==> src/rtl/exu_posit_pkg.sv <==
// Shared types and constants for the EXU posit sequencers (adder, multiplier).
// The posit width and exponent width here describe the default core configuration.
package exu_posit_pkg;

   localparam int POSIT_N  = 32;
   localparam int POSIT_ES = 2;

   typedef enum logic [1:0] {
      OP_ADD      = 2'b00,
      OP_SUB      = 2'b01,
      OP_ACC_INIT = 2'b10,
      OP_ACC_ADD  = 2'b11
   } posit_op_e;

   typedef enum logic [1:0] {
      ST_IDLE = 2'b00,
      ST_EXEC = 2'b01,
      ST_RESP = 2'b10
   } seq_state_e;

   localparam logic [POSIT_N-1:0] NAR  = {1'b1, {(POSIT_N-1){1'b0}}};
   localparam logic [POSIT_N-1:0] ZERO = '0;
   localparam logic [POSIT_N-1:0] ONE  = {2'b01, {(POSIT_N-2){1'b0}}};

endpackage

==> src/rtl/exu_posit_neg.sv <==
// Posit negation is plain two's complement of the whole word; 0 and NaR map to themselves.
module exu_posit_neg #(
   parameter int N = 32
) (
   input  logic [N-1:0] x,
   output logic [N-1:0] y
);

   assign y = ~x + {{(N-1){1'b0}}, 1'b1};

endmodule

==> src/rtl/exu_posit_add_seq.sv <==
// Issue/sequencing stage in front of the posit adder: registers operands, runs the
// adder handshake, owns the posit accumulator and returns a tagged result.
module exu_posit_add_seq
   import exu_posit_pkg::*;
#(
   parameter int N    = 32,
   parameter int ES   = 2,
   parameter int TAGW = 5
) (
   input  logic            clk,
   input  logic            rst_l,
   input  logic            flush,
   input  logic            valid_in,
   output logic            ready_out,
   input  logic [1:0]      op,
   input  logic [N-1:0]    rs1,
   input  logic [N-1:0]    rs2,
   input  logic [TAGW-1:0] tag_in,
   output logic            res_valid,
   input  logic            res_ready,
   output logic [N-1:0]    res,
   output logic [TAGW-1:0] res_tag,
   output logic            res_nar,
   output logic            res_zero,
   output logic            busy,
   output logic [N-1:0]    add_in1,
   output logic [N-1:0]    add_in2,
   output logic            add_start,
   input  logic [N-1:0]    add_out,
   input  logic            add_inf,
   input  logic            add_zero,
   input  logic            add_done
);

   localparam logic [N-1:0] NAR_V  = {1'b1, {(N-1){1'b0}}};
   localparam logic [N-1:0] ZERO_V = '0;
   localparam logic [31:0]  ES_V   = 32'(ES);

   seq_state_e      state, state_nxt;
   posit_op_e       op_q;
   logic [TAGW-1:0] tag_q;
   logic [N-1:0]    opa, opb, acc, res_q;
   logic            nar_q, zero_q;
   logic [N-1:0]    rs2_neg, opa_d, opb_d;
   logic            accept, commit, acc_op;

   // The adder reports its own zero; we derive ours from the result word instead.
   logic unused_inputs;
   assign unused_inputs = ^{add_zero, ES_V[0]};

   exu_posit_neg #(.N(N)) u_neg (
      .x (rs2),
      .y (rs2_neg)
   );

   assign ready_out = (state == ST_IDLE) && !flush;
   assign accept    = valid_in && ready_out;
   assign commit    = (state == ST_EXEC) && add_done && !flush;
   assign acc_op    = (op_q == OP_ACC_INIT) || (op_q == OP_ACC_ADD);

   always_comb begin
      opa_d = rs1;
      opb_d = rs2;
      case (posit_op_e'(op))
         OP_ADD:      opb_d = rs2;
         OP_SUB:      opb_d = rs2_neg;
         OP_ACC_INIT: opb_d = rs2;
         OP_ACC_ADD: begin
            opa_d = acc;
            opb_d = rs1;
         end
         default:     opb_d = rs2;
      endcase
   end

   always_ff @(posedge clk or negedge rst_l) begin
      if (!rst_l) state <= ST_IDLE;
      else        state <= state_nxt;
   end

   always_comb begin
      state_nxt = state;
      add_start = 1'b0;
      res_valid = 1'b0;
      busy      = (state != ST_IDLE);
      case (state)
         ST_IDLE: if (accept) state_nxt = ST_EXEC;
         ST_EXEC: begin
            add_start = 1'b1;
            if (add_done) state_nxt = ST_RESP;
         end
         ST_RESP: begin
            res_valid = 1'b1;
            if (res_ready) state_nxt = ST_IDLE;
         end
         default: state_nxt = ST_IDLE;
      endcase
      // Flush overrides everything, including a same-cycle res_ready in RESP.
      if (flush) state_nxt = ST_IDLE;
   end

   always_ff @(posedge clk or negedge rst_l) begin
      if (!rst_l) begin
         op_q   <= OP_ADD;
         tag_q  <= '0;
         opa    <= '0;
         opb    <= '0;
         acc    <= '0;
         res_q  <= '0;
         nar_q  <= 1'b0;
         zero_q <= 1'b0;
      end else begin
         if (accept) begin
            op_q  <= posit_op_e'(op);
            tag_q <= tag_in;
            opa   <= opa_d;
            opb   <= opb_d;
         end
         if (commit) begin
            res_q  <= add_out;
            nar_q  <= (add_out == NAR_V) || add_inf;
            zero_q <= (add_out == ZERO_V);
            if (acc_op) acc <= add_out;
         end
      end
   end

   // Operand registers only change on accept, so the adder inputs hold outside EXEC.
   assign add_in1  = opa;
   assign add_in2  = opb;
   assign res      = res_q;
   assign res_tag  = tag_q;
   assign res_nar  = nar_q;
   assign res_zero = zero_q;

endmodule

==> config.mk <==
export PLATFORM = sky130hd
export DESIGN_NAME = exu_posit_add_seq
export DESIGN_NICKNAME = d
export VERILOG_FILES = /design/src/rtl/exu_posit_pkg.sv /design/src/rtl/exu_posit_neg.sv /design/src/rtl/exu_posit_add_seq.sv
export SDC_FILE = /design/constraint.sdc
export NUM_CORES = 1
export LEC_CHECK = 0
export BUFFER_PORTS_ARGS = -buffer_cell sky130_fd_sc_hd__buf_2
export CORE_MARGIN = 3
export CORE_UTILIZATION = 35
export CTS_BUF_LIST = sky130_fd_sc_hd__clkbuf_4 sky130_fd_sc_hd__clkbuf_8
export DETAILED_ROUTE_END_ITERATION = 8
export PLACE_DENSITY_LB_ADDON = 0.1
export SYNTH_ARGS = -nofsm -noshare
export SYNTH_HDL_FRONTEND = slang
export SYNTH_SLANG_ARGS = --single-unit
==> constraint.sdc <==
create_clock -name clk -period 1.63 [get_ports clk]
set_clock_uncertainty 0.1 [all_clocks]
set_input_delay 0.326 -clock clk [delete_from_list [all_inputs] [get_ports clk]]
set_output_delay 0.326 -clock clk [all_outputs]
set_load 0.01 [all_outputs]
# ---- Word-level counts from Yosys, hierarchy flattened
# Cells that the tools add are included.
dict set report totals {
  register_bits 139
  inputBits 111
  output_inout_bits 107
  word_cells 45
}
dict set report op_classes {
  add_sub_neg 1
  n_eq_ne 11
  mux 9
  bitwise_logic 1
  reduce_logical 14
}
# op count
set op_table {}
lappend op_table {{32-bit case mux with 3 select lines} 1}
lappend op_table {{32-bit by 1-bit adder with 32-bit output (second input constant)} 1}
lappend op_table {{32-bit equality test (second input constant)} 1}
lappend op_table {{32-bit logical NOT} 1}
lappend op_table {{32-bit two-way mux} 1}
lappend op_table {{32-bit inverter} 1}
lappend op_table {{2-bit equality test (second input constant)} 5}
lappend op_table {{3-bit != test (second input constant)} 3}
lappend op_table {{2-bit two-way mux} 4}
lappend op_table {{2-bit case mux with 3 select lines} 1}
lappend op_table {{2-bit by 1-bit equality test with 1-bit output (second input constant)} 2}
lappend op_table {{1-bit logical AND} 4}
lappend op_table {{2-bit logical NOT} 2}
lappend op_table {{3-bit AND reduction} 1}
lappend op_table {{1-bit logical OR} 2}
lappend op_table {{1-bit two-way mux} 2}
lappend op_table {{2-bit AND reduction} 1}
lappend op_table {{2-bit nonzero test} 1}
lappend op_table {{2-bit OR reduction} 1}
lappend op_table {{1-bit logical NOT} 1}

# ---- Logic depth before layout (Yosys ltp)
# Gate-level depths: netlist (run 1).
dict set report depth {
  depth_word 6
  mapped_depth 8
  mapped_depth_nobuf 7
}

# ---- Modules after synthesis
# Synthesis (run 1) repeated with hierarchy kept, for this count alone.
dict set report hier_totals {
  cells_unflattened 677
  area_unflattened_um2 6826.5
}
# mod n_inst cells_per_inst area_each_um2 seq_area_each_um2
set modules_own_cells {}
lappend modules_own_cells {exu_posit_add_seq 1 594 6189.7 3453.3}
lappend modules_own_cells {exu_posit_neg 1 83 636.9 0.0}

# ---- Least setup slack after synthesis (run 1)
# OpenSTA, ideal clock, no wires.
dict set report synth_path {
  kind {input -> register}
  from {input rs2[0]}
  to {register opb[30] (netlist: add_in2[30])}
  setup_ps 104
  t_arrival_ps 1853
  required_ps 1426
  path_slack_ps -427
  stages 8
  n_path_buf 1
  path_cell_list {inv_1 > ha_1 > nor4b_1 > nand4_1 > clkbuf_1 > nor4_1 > xor2_1 > a221oi_1}
}
dict set report synth_via {
  elab_chain_cells 3
}
# element line
set synth_rtl {}
lappend synth_rtl {{start, declared} exu_posit_add_seq.sv:17} ;# input logic [N-1:0] rs2,
lappend synth_rtl {{32-bit inverter} exu_posit_neg.sv:9} ;# assign y = ~x + {{(N-1){1'b0}}, 1'b1};
lappend synth_rtl {{32-bit by 1-bit adder with 32-bit output} exu_posit_neg.sv:9}
lappend synth_rtl {{32-bit case mux with 3 select lines} exu_posit_add_seq.sv:64} ;# case (posit_op_e'(op))
lappend synth_rtl {{end signal, assigned} exu_posit_add_seq.sv:117} ;# opb <= opb_d;
lappend synth_rtl {{end, declared} exu_posit_add_seq.sv:42} ;# logic [N-1:0] opa, opb, acc, res_q;
# No other way between the ends.
# A chain may end at the register's enable or synchronous reset.

# ---- Worst setup path after layout (run 1)
dict set report layout_path {
  from {register state[1]}
  to {register opa[10] (netlist: add_in1[10])}
}
dict set report layout_via {
  elab_chain_cells 3
}
# element line
set layout_rtl {}
lappend layout_rtl {{start, declared} exu_posit_add_seq.sv:39} ;# seq_state_e state, state_nxt;
lappend layout_rtl {{start signal, assigned} exu_posit_add_seq.sv:78} ;# else state <= state_nxt;
lappend layout_rtl {{2-bit logical NOT} exu_posit_add_seq.sv:56} ;# assign ready_out = (state == ST_IDLE) && !flush;
lappend layout_rtl {{1-bit logical AND} exu_posit_add_seq.sv:56}
lappend layout_rtl {{1-bit logical AND} exu_posit_add_seq.sv:57} ;# assign accept = valid_in && ready_out;
lappend layout_rtl {{end signal, assigned} exu_posit_add_seq.sv:116} ;# opa <= opa_d;
lappend layout_rtl {{end, declared} exu_posit_add_seq.sv:42}
# No other way between the ends.

==> results of run 1 <==
critical path, stage by stage, from the launching register on:
cell     delay [ns]
dfrtp_1        0.41
buf_6          0.14
nor3_4         0.20
buf_4          0.15
and2_4         0.22
buf_12         0.17
buf_12         0.13
nor2_2         0.04
a31oi_1        0.17
registers in the layout, indices dropped and copies added (netlist names):
| register | count |
|---|---|
| acc | 32 |
| add_in1 | 32 |
| add_in2 | 32 |
| op_q | 1 |
| res | 32 |
| res_nar | 1 |
| res_tag | 5 |
| res_zero | 1 |
| state | 2 |
routing by layer:
| metal | routed length, um | vias to the layer above | GRT usage (%) |
|---|---|---|---|
| met2 | 12800 | 247 | 38.2 |
| met4 | 440 | 0 | 6.84 |
| met5 | 0 | - | 0 |
| met1 | 10700 | 3321 | 31.4 |
| li1 | - | 3104 | - |
| met3 | 1670 | 32 | 5.29 |
stage by stage:
step	TNS (ns)	cell area, um^2	setup WS, ns	instances	total power [mW]
after CTS	-9.62	9990	-0.188	1219	11.0
final	-11.28	10700	-0.183	1237	11.3
after global routing	-15.65	10700	-0.233	1237	11.9
after floorplan	-1.43	6870	-0.206	660	6.33
after detailed placement	-16.28	8970	-0.463	1164	7.91
after global placement	-14.39	8970	-0.414	1164	7.82
placed cells by master (no fill, tap or decap), drive strengths merged, types with 8 or more instances in the layout:
cell type,count
dlygate4sd3,8
o21ai,21
a21oi,9
o22ai,17
xor2,8
a221oi,21
clkbuf,28
dfrtp,138
mux2i,8
inv,10
buf,345
nand2,118
nor4,19
nor2,65
nor3,18
mux2,67
a31oi,38
worst paths after layout:
check,end,depth (start not counted)
min,res[26],2
max reg2reg,add_in1[10],8
max,add_in1[10],8
max in group asynchronous,state[0],3
min in group asynchronous,res_tag[4],2
min reg2reg,res_tag[1],2
kinds of logic (layout without fill, tap and decap cells):
family                   count (synthesis)  count (layout)  synth area share (%)
buffers and inverters                   52             399                  3.08
flip-flops                             138             138                  51.8
adder cells (fa/ha/maj)                  1               1                 0.188
multiplexers                            75              75                  12.5
XOR/XNOR                                 8               8                  1.05
AO/OA/AOI/OAI                          138             138                  14.2
AND/OR/NAND/NOR                        248             249                  17.2
power groups by stage:
| stage | Sequential (mW) | Combinational (mW) | Clock [mW] |
|---|---|---|---|
| 2_1_floorplan | 5.13 | 1.20 | 0 |
| 3_3_place_gp | 4.90 | 2.92 | 0 |
| 3_5_place_dp | 4.93 | 2.98 | 0 |
| 4_1_cts | 4.89 | 3.29 | 2.86 |
| 5_1_grt | 5.05 | 3.86 | 3.03 |
| 6_report | 4.94 | 3.57 | 2.79 |
cell type report:
type	count	area, um^2
Fill cell	1573	7660
Clock buffer	19	255
Clock inverter	13	131
Inverter	5	33.8
Sequential cell	138	3450
Multi-Input combinational cell	471	3760
Timing Repair Buffer	362	2750
Tap cell	229	287
what timing repair did:
item / 4_1_cts / 5_1_grt
gates resized for setup: 71 / 109
cloned: 6 / 11
pin swaps: 14 / 26
hold buffers: 8 / 0
setup buffers: 9 / 10
hold endpoints to repair: 118 / 0
endpoints found under the setup margin: 70 / 136
==> key figures, run 1 <==
Timing
  • RSZ-0062 raised after global routing: yes
  • Slew Limit Fails: 0
  • Fin crit share: 111%
  • Final Hold Fails: 0
  • Fin crit period: between 1.5 and 2 ns
  • Worst hold slack: 0.0530 ns
  • Fmax achieved: 551 MHz
  • Measured slew at the worst slew-check pin: around 0.48 ns
  • Final setup viols: 128
  • Normalized max-slew margin: 67.6%
  • PnR worst setup slack: -0.183 ns

Logic synthesis
  • Async SR Flop Fraction: 100%
  • Post-synth EDFFs: 0
  • Most frequent cell after synthesis: dfrtp_1
  • Largest area contributor in the netlist: dfrtp_1
  • Syn Inst Count: 660
  • Commonest cells post-synth: dfrtp_1 (138), nand2_1 (118), mux2_2 (66)
  • Yosys cell types: 52
  • Top FF cell, synth: dfrtp_1
  • Synthesized Nets: 772
  • Mapped Area: 6670 um^2
  • Synth top area share: 51.8%
  • Top cells by area, synth: dfrtp_1 (52%), mux2_2 (11%), nand2_1 (6.6%)
  • Register bit total from synthesis: 138
  • Syn Area/Cell: 10.1 um^2
  • Sequential fraction of the synthesis area: 51.8%
  • Ys Warns: 0

Setup path
  • Crit path capture type: flip-flop
  • CP Class: reg -> reg
  • Startpoint types: flip-flop
  • CP startpoint: state[1]
  • CP max FO: 8
  • Arrival time worst endpoint: 2.07 ns
  • Reg2reg setup slack: -0.18 ns
  • Critical R2R Launch: state[1]
  • CP required: 1.89 ns

GRT
  • First-pass GRT wire length: 37.6 mm
  • Largest net degree at the start of global routing: 33
  • Antenna violations before repair: 0
  • Grt ovf: 0
  • Total Routing Usage GR: about a quarter
  • Vias in the first global route: 6698

CTS
  • H-tree levels: 4
  • Clock Pin Slew Worst Setup and Hold Paths: approximately 0.090 ns
  • Bufs on Longest Clock Path: 2
  • Clock latency on the worst-skew pair: 0.44 ns
  • CTS sink cnt: about 140
  • CTS root buffer: clkbuf_8
  • CTS Buf Count: 17
  • CTS tree: done

Floorplanning
  • Full die area: 20700 um^2
  • Ports: about 220
  • Initial Util: between 30% and 40%
  • Die X: 144 um
  • Die H: 144 um
  • Core footprint: 18300 um^2
  • Num rows: 49

Power and ir drop
  • Sw Ratio: 33.5%
  • Leakage: about 5.0 nW
  • Power Density: 1060 nW/um^2
  • VDD IR max: 0.640 mV
  • Net Switching: roughly 3.8 mW
  • Combinational power share: a little under a third
  • Internal power: 7.51 mW
  • Clock share of power: 24.7%
  • Sequential power share: 43.7%

Cells and area
  • Fin nets: 1107
  • Final core utilization: 58.2%
  • ANT cells: 0
  • Layout area overhead: 60.1%
  • Share of cells above drive strength 1: 54.5%

Status
  • Outcome: complete, but fails checks
  • Failing checks: negative setup slack

Placement
  • HPWL after detailed placement: between 15 and 20 mm
  • Gpl congestion: a little over 0.9
  • I/O Buffers: 216

Routing
  • Drt first pass iters: 5
  • Final antenna-violating net count: 0
  • Routed vias: 6704
  • Detailed-route DRC error count: 0
  • Wire per inst: 20.7 um
  • Detailed Route Iter0 Violations: 449
  • Post-Route WL: 25.6 mm
  • Via-to-Cell Ratio: 5.42

Min path
  • Hold Path Class: in -> reg
  • Hold Path Origin: add_out[26]

Job
  • Max-Cap Viols: 0
(Power assumes the default switching activity.)
==> inputs of run 2 (changes only) <==
Settings changed: ABC_AREA set to 1.
==> run 2 against run 1 <==
Net effect:
- the run still ends with negative setup slack left
- clock power up 22%
- synthesized cell count grew 35%
- combinational power decreased by 12%
- worst hold slack got worse by 0.0096 ns
- non-clock buffer count is 67 lower
- power up 0.65%
- critical path depth shrank 4
- critical path type is now reg -> out
- highest routed layer unchanged
==> key figures, run 2 <==
Status
  • Outcome: complete, but fails checks
  • Failing checks: negative setup slack

Cells and area
  • Fin nets: 1279 (+16%)
  • ANT cells: 0 (unchanged)
  • Non-filler instance count after layout: 1445 (+17%)
  • Commonest non-fill, non-tap cells in the layout: buf_2 (213), nand2_1 (205), nor2_1 (149)
  • Final core utilization: 51.5% (-6.7 points)
  • Share of cells above drive strength 1: 34.7% (-20 points)
  • Final instance area: 10100 um^2 (-5.4%)
  • Layout area overhead: 43.4%
  • Commonest non-fill, non-tap cell in the layout: buf_2

Logic synthesis
  • Yosys cell types: 39 (-25%)
  • Async SR Flop Fraction: 100% (unchanged)
  • Syn Area/Cell: 7.88 um^2 (-22%)
  • Commonest cells post-synth: nand2_1 (208), nor2_1 (152), dfrtp_1 (138)
  • Syn Inst Count: 894 (+35%)
  • Largest area contributor in the netlist: dfrtp_1
  • Ys Warns: 0 (unchanged)
  • Post-synth EDFFs: 0 (unchanged)
  • Register bit total from synthesis: 138 (unchanged)
  • Mapped Area: 7040 um^2 (+5.6%)
  • Synth top area share: 49.0% (-2.8 points)
  • Top FF cell, synth: dfrtp_1
  • Synthesized Nets: 1006 (+30%)
  • Top cells by area, synth: dfrtp_1 (49%), nand2_1 (11%), nor2_1 (8.1%)
  • Sequential fraction of the synthesis area: 49.0% (-2.8 points)
  • Most frequent cell after synthesis: nand2_1

Setup path
  • Worst R2R End: add_in1[15]
  • R2R cell count: 8 (unchanged)
  • Critical R2R Launch: state[0]
  • CP startpoint: state[0]
  • CP Class: reg -> out
  • Crit path capture type: output pin
  • Arrival time worst endpoint: 1.26 ns (-0.81 ns)
  • CP required: 1.20 ns (-0.69 ns)
  • Reg2reg setup slack: -0.03 ns (+0.15 ns)
  • Critical Path End: ready_out
  • Startpoint types: flip-flop
  • CP max FO: 2 (-6)

Power and ir drop
  • Leakage: 5.06 nW (+2.3%)
  • Power Density: 1130 nW/um^2 (+6.4%)
  • Tot Pwr: 11.4 mW (+0.65%)
  • VDD IR max: 0.501 mV (-22%)

CTS
  • Clock latency on the worst-skew pair: 0.45 ns (about the same)
  • H-tree levels: 4 (unchanged)
  • Clock Pin Slew Worst Setup and Hold Paths: 0.09 ns (about the same)
  • CTS root buffer: clkbuf_8
  • Bufs on Longest Clock Path: 2 (unchanged)
  • CTS sink cnt: 138 (unchanged)
  • CTS Buf Count: 17 (unchanged)
  • CTS tree: done

Timing
  • Fmax achieved: 594 MHz (+7.7%)
  • Worst hold slack: 0.0434 ns (-0.00956 ns)
  • Fin crit share: 103% (-8.0 points)
  • Slew Limit Fails: 0 (unchanged)
  • Final setup viols: 11 (-91%)
  • Fin crit period: 1.68 ns (-0.130 ns)
  • Normalized max-slew margin: 76.0% (+8.4 points)
  • Setup_tns: -0.175 ns (+11.11 ns)
  • Final Hold Fails: 0 (unchanged)
  • RSZ-0062 raised after global routing: yes
  • PnR worst setup slack: -0.0537 ns (+0.130 ns)
  • Measured slew at the worst slew-check pin: 0.360 ns (-0.122 ns)

GRT
  • First-pass GRT wire length: 36.8 mm (-2.0%)
  • Antenna violations before repair: 0 (unchanged)
  • Largest net degree at the start of global routing: 65 (+97%)
  • Total Routing Usage GR: 21.4% (-2.0 points)
  • Vias in the first global route: 6624 (-1.1%)
  • Grt ovf: 0 (unchanged)

Floorplanning
  • Num rows: 51 (+4.1%)
  • Full die area: 21900 um^2 (+5.4%)
  • Die H: 148 um (+2.7%)
  • Core footprint: 19600 um^2 (+6.9%)
  • Die X: 148 um (+2.7%)
  • Ports: 218 (unchanged)
  • Initial Util: 36.0% (-0.42 points)

Placement
  • Placed instance area: 8660 um^2 (-3.4%)
  • DP Cell Count: 1377 (+18%)
  • I/O Buffers: 216 (unchanged)
  • Post-place setup slack: -0.217 ns (+0.246 ns)
  • HPWL after detailed placement: 17.3 mm (-1.9%)
  • Gpl congestion: 0.942 (+2.1%)

Routing
  • Detailed-route DRC error count: 0 (unchanged)
  • Drt first pass iters: 4 (-1)
  • Post-Route WL: 26.0 mm (+1.7%)
  • Detailed Route Iter0 Violations: 348 (-22%)
  • Final antenna-violating net count: 0 (unchanged)
  • Via-to-Cell Ratio: 4.92 (-9.2%)
  • Routed vias: 7107 (+6.0%)
  • Wire per inst: 18.0 um (-13%)

Min path
  • Hold Path Class: in -> reg

Job
  • Max-Cap Viols: 0 (unchanged)
-- run 2: logic make-up after synthesis --
logic type	share of synthesized area [%]
AO/OA/AOI/OAI	15.8
XOR/XNOR	0.249
adder cells (fa/ha/maj)	0.178
buffers and inverters	8.19
flip-flops	49.0
AND/OR/NAND/NOR	26.6
-- run 2: worst min-delay path by stage --
| stage | start | endpoint | slack (ns) | depth (start not counted) |
|---|---|---|---|---|
| after floorplan | rst_l | acc[0] | -0.07 | 0 |
| after global placement | rst_l | add_in2[6] | 0.15 | 1 |
| after detailed placement | rst_l | add_in2[7] | 0.14 | 1 |
| after CTS | add_out[24] | res[24] | 0.02 | 3 |
| after global routing | add_out[28] | res[28] | 0.03 | 3 |
| final | add_out[24] | res[24] | 0.04 | 3 |
-- run 2: report_power, final --
group	switching [mW]	total (mW)	internal [mW]
Combinational	1.72	3.13	1.41
Clock	1.52	3.41	1.89
Sequential	0.522	4.84	4.31
Total	3.76	11.4	7.61
-- run 2: cell type report --
cell class | instances | area [um^2]
Fill cell | 1971 | 9490
Sequential cell | 138 | 3450
Multi-Input combinational cell | 627 | 3360
Timing Repair Buffer | 295 | 2120
Inverter | 87 | 345
Tap cell | 265 | 332
Clock buffer | 18 | 241
Clock inverter | 14 | 234
Timing Repair inverter | 1 | 11.3
-- run 2: critical path: stages (launching register included) --
cell and delay, ns:
dfrtp_1 0.39, nor2_2 0.13, inv_2 0.06, nor2_4 0.12
buf_6 0.12
-- run 2: timing repair --
item	4_1_cts	5_1_grt
buffers inserted	3	5
hold buffers	9	0
setup endpoints to repair	33	110
cloned	1	18
endpoints found under the hold margin	67	0
pin swaps	3	12
resized for setup	13	83
-- run 2: metal layers --
layer | GRT usage [%] | vias up | share of wire (%)
met5 | 0 | - | 0
met4 | 6.00 | 0 | 1.8
met3 | 4.02 | 32 | 5.4
met2 | 33.1 | 230 | 47
met1 | 30.9 | 3383 | 45
li1 | - | 3462 | -
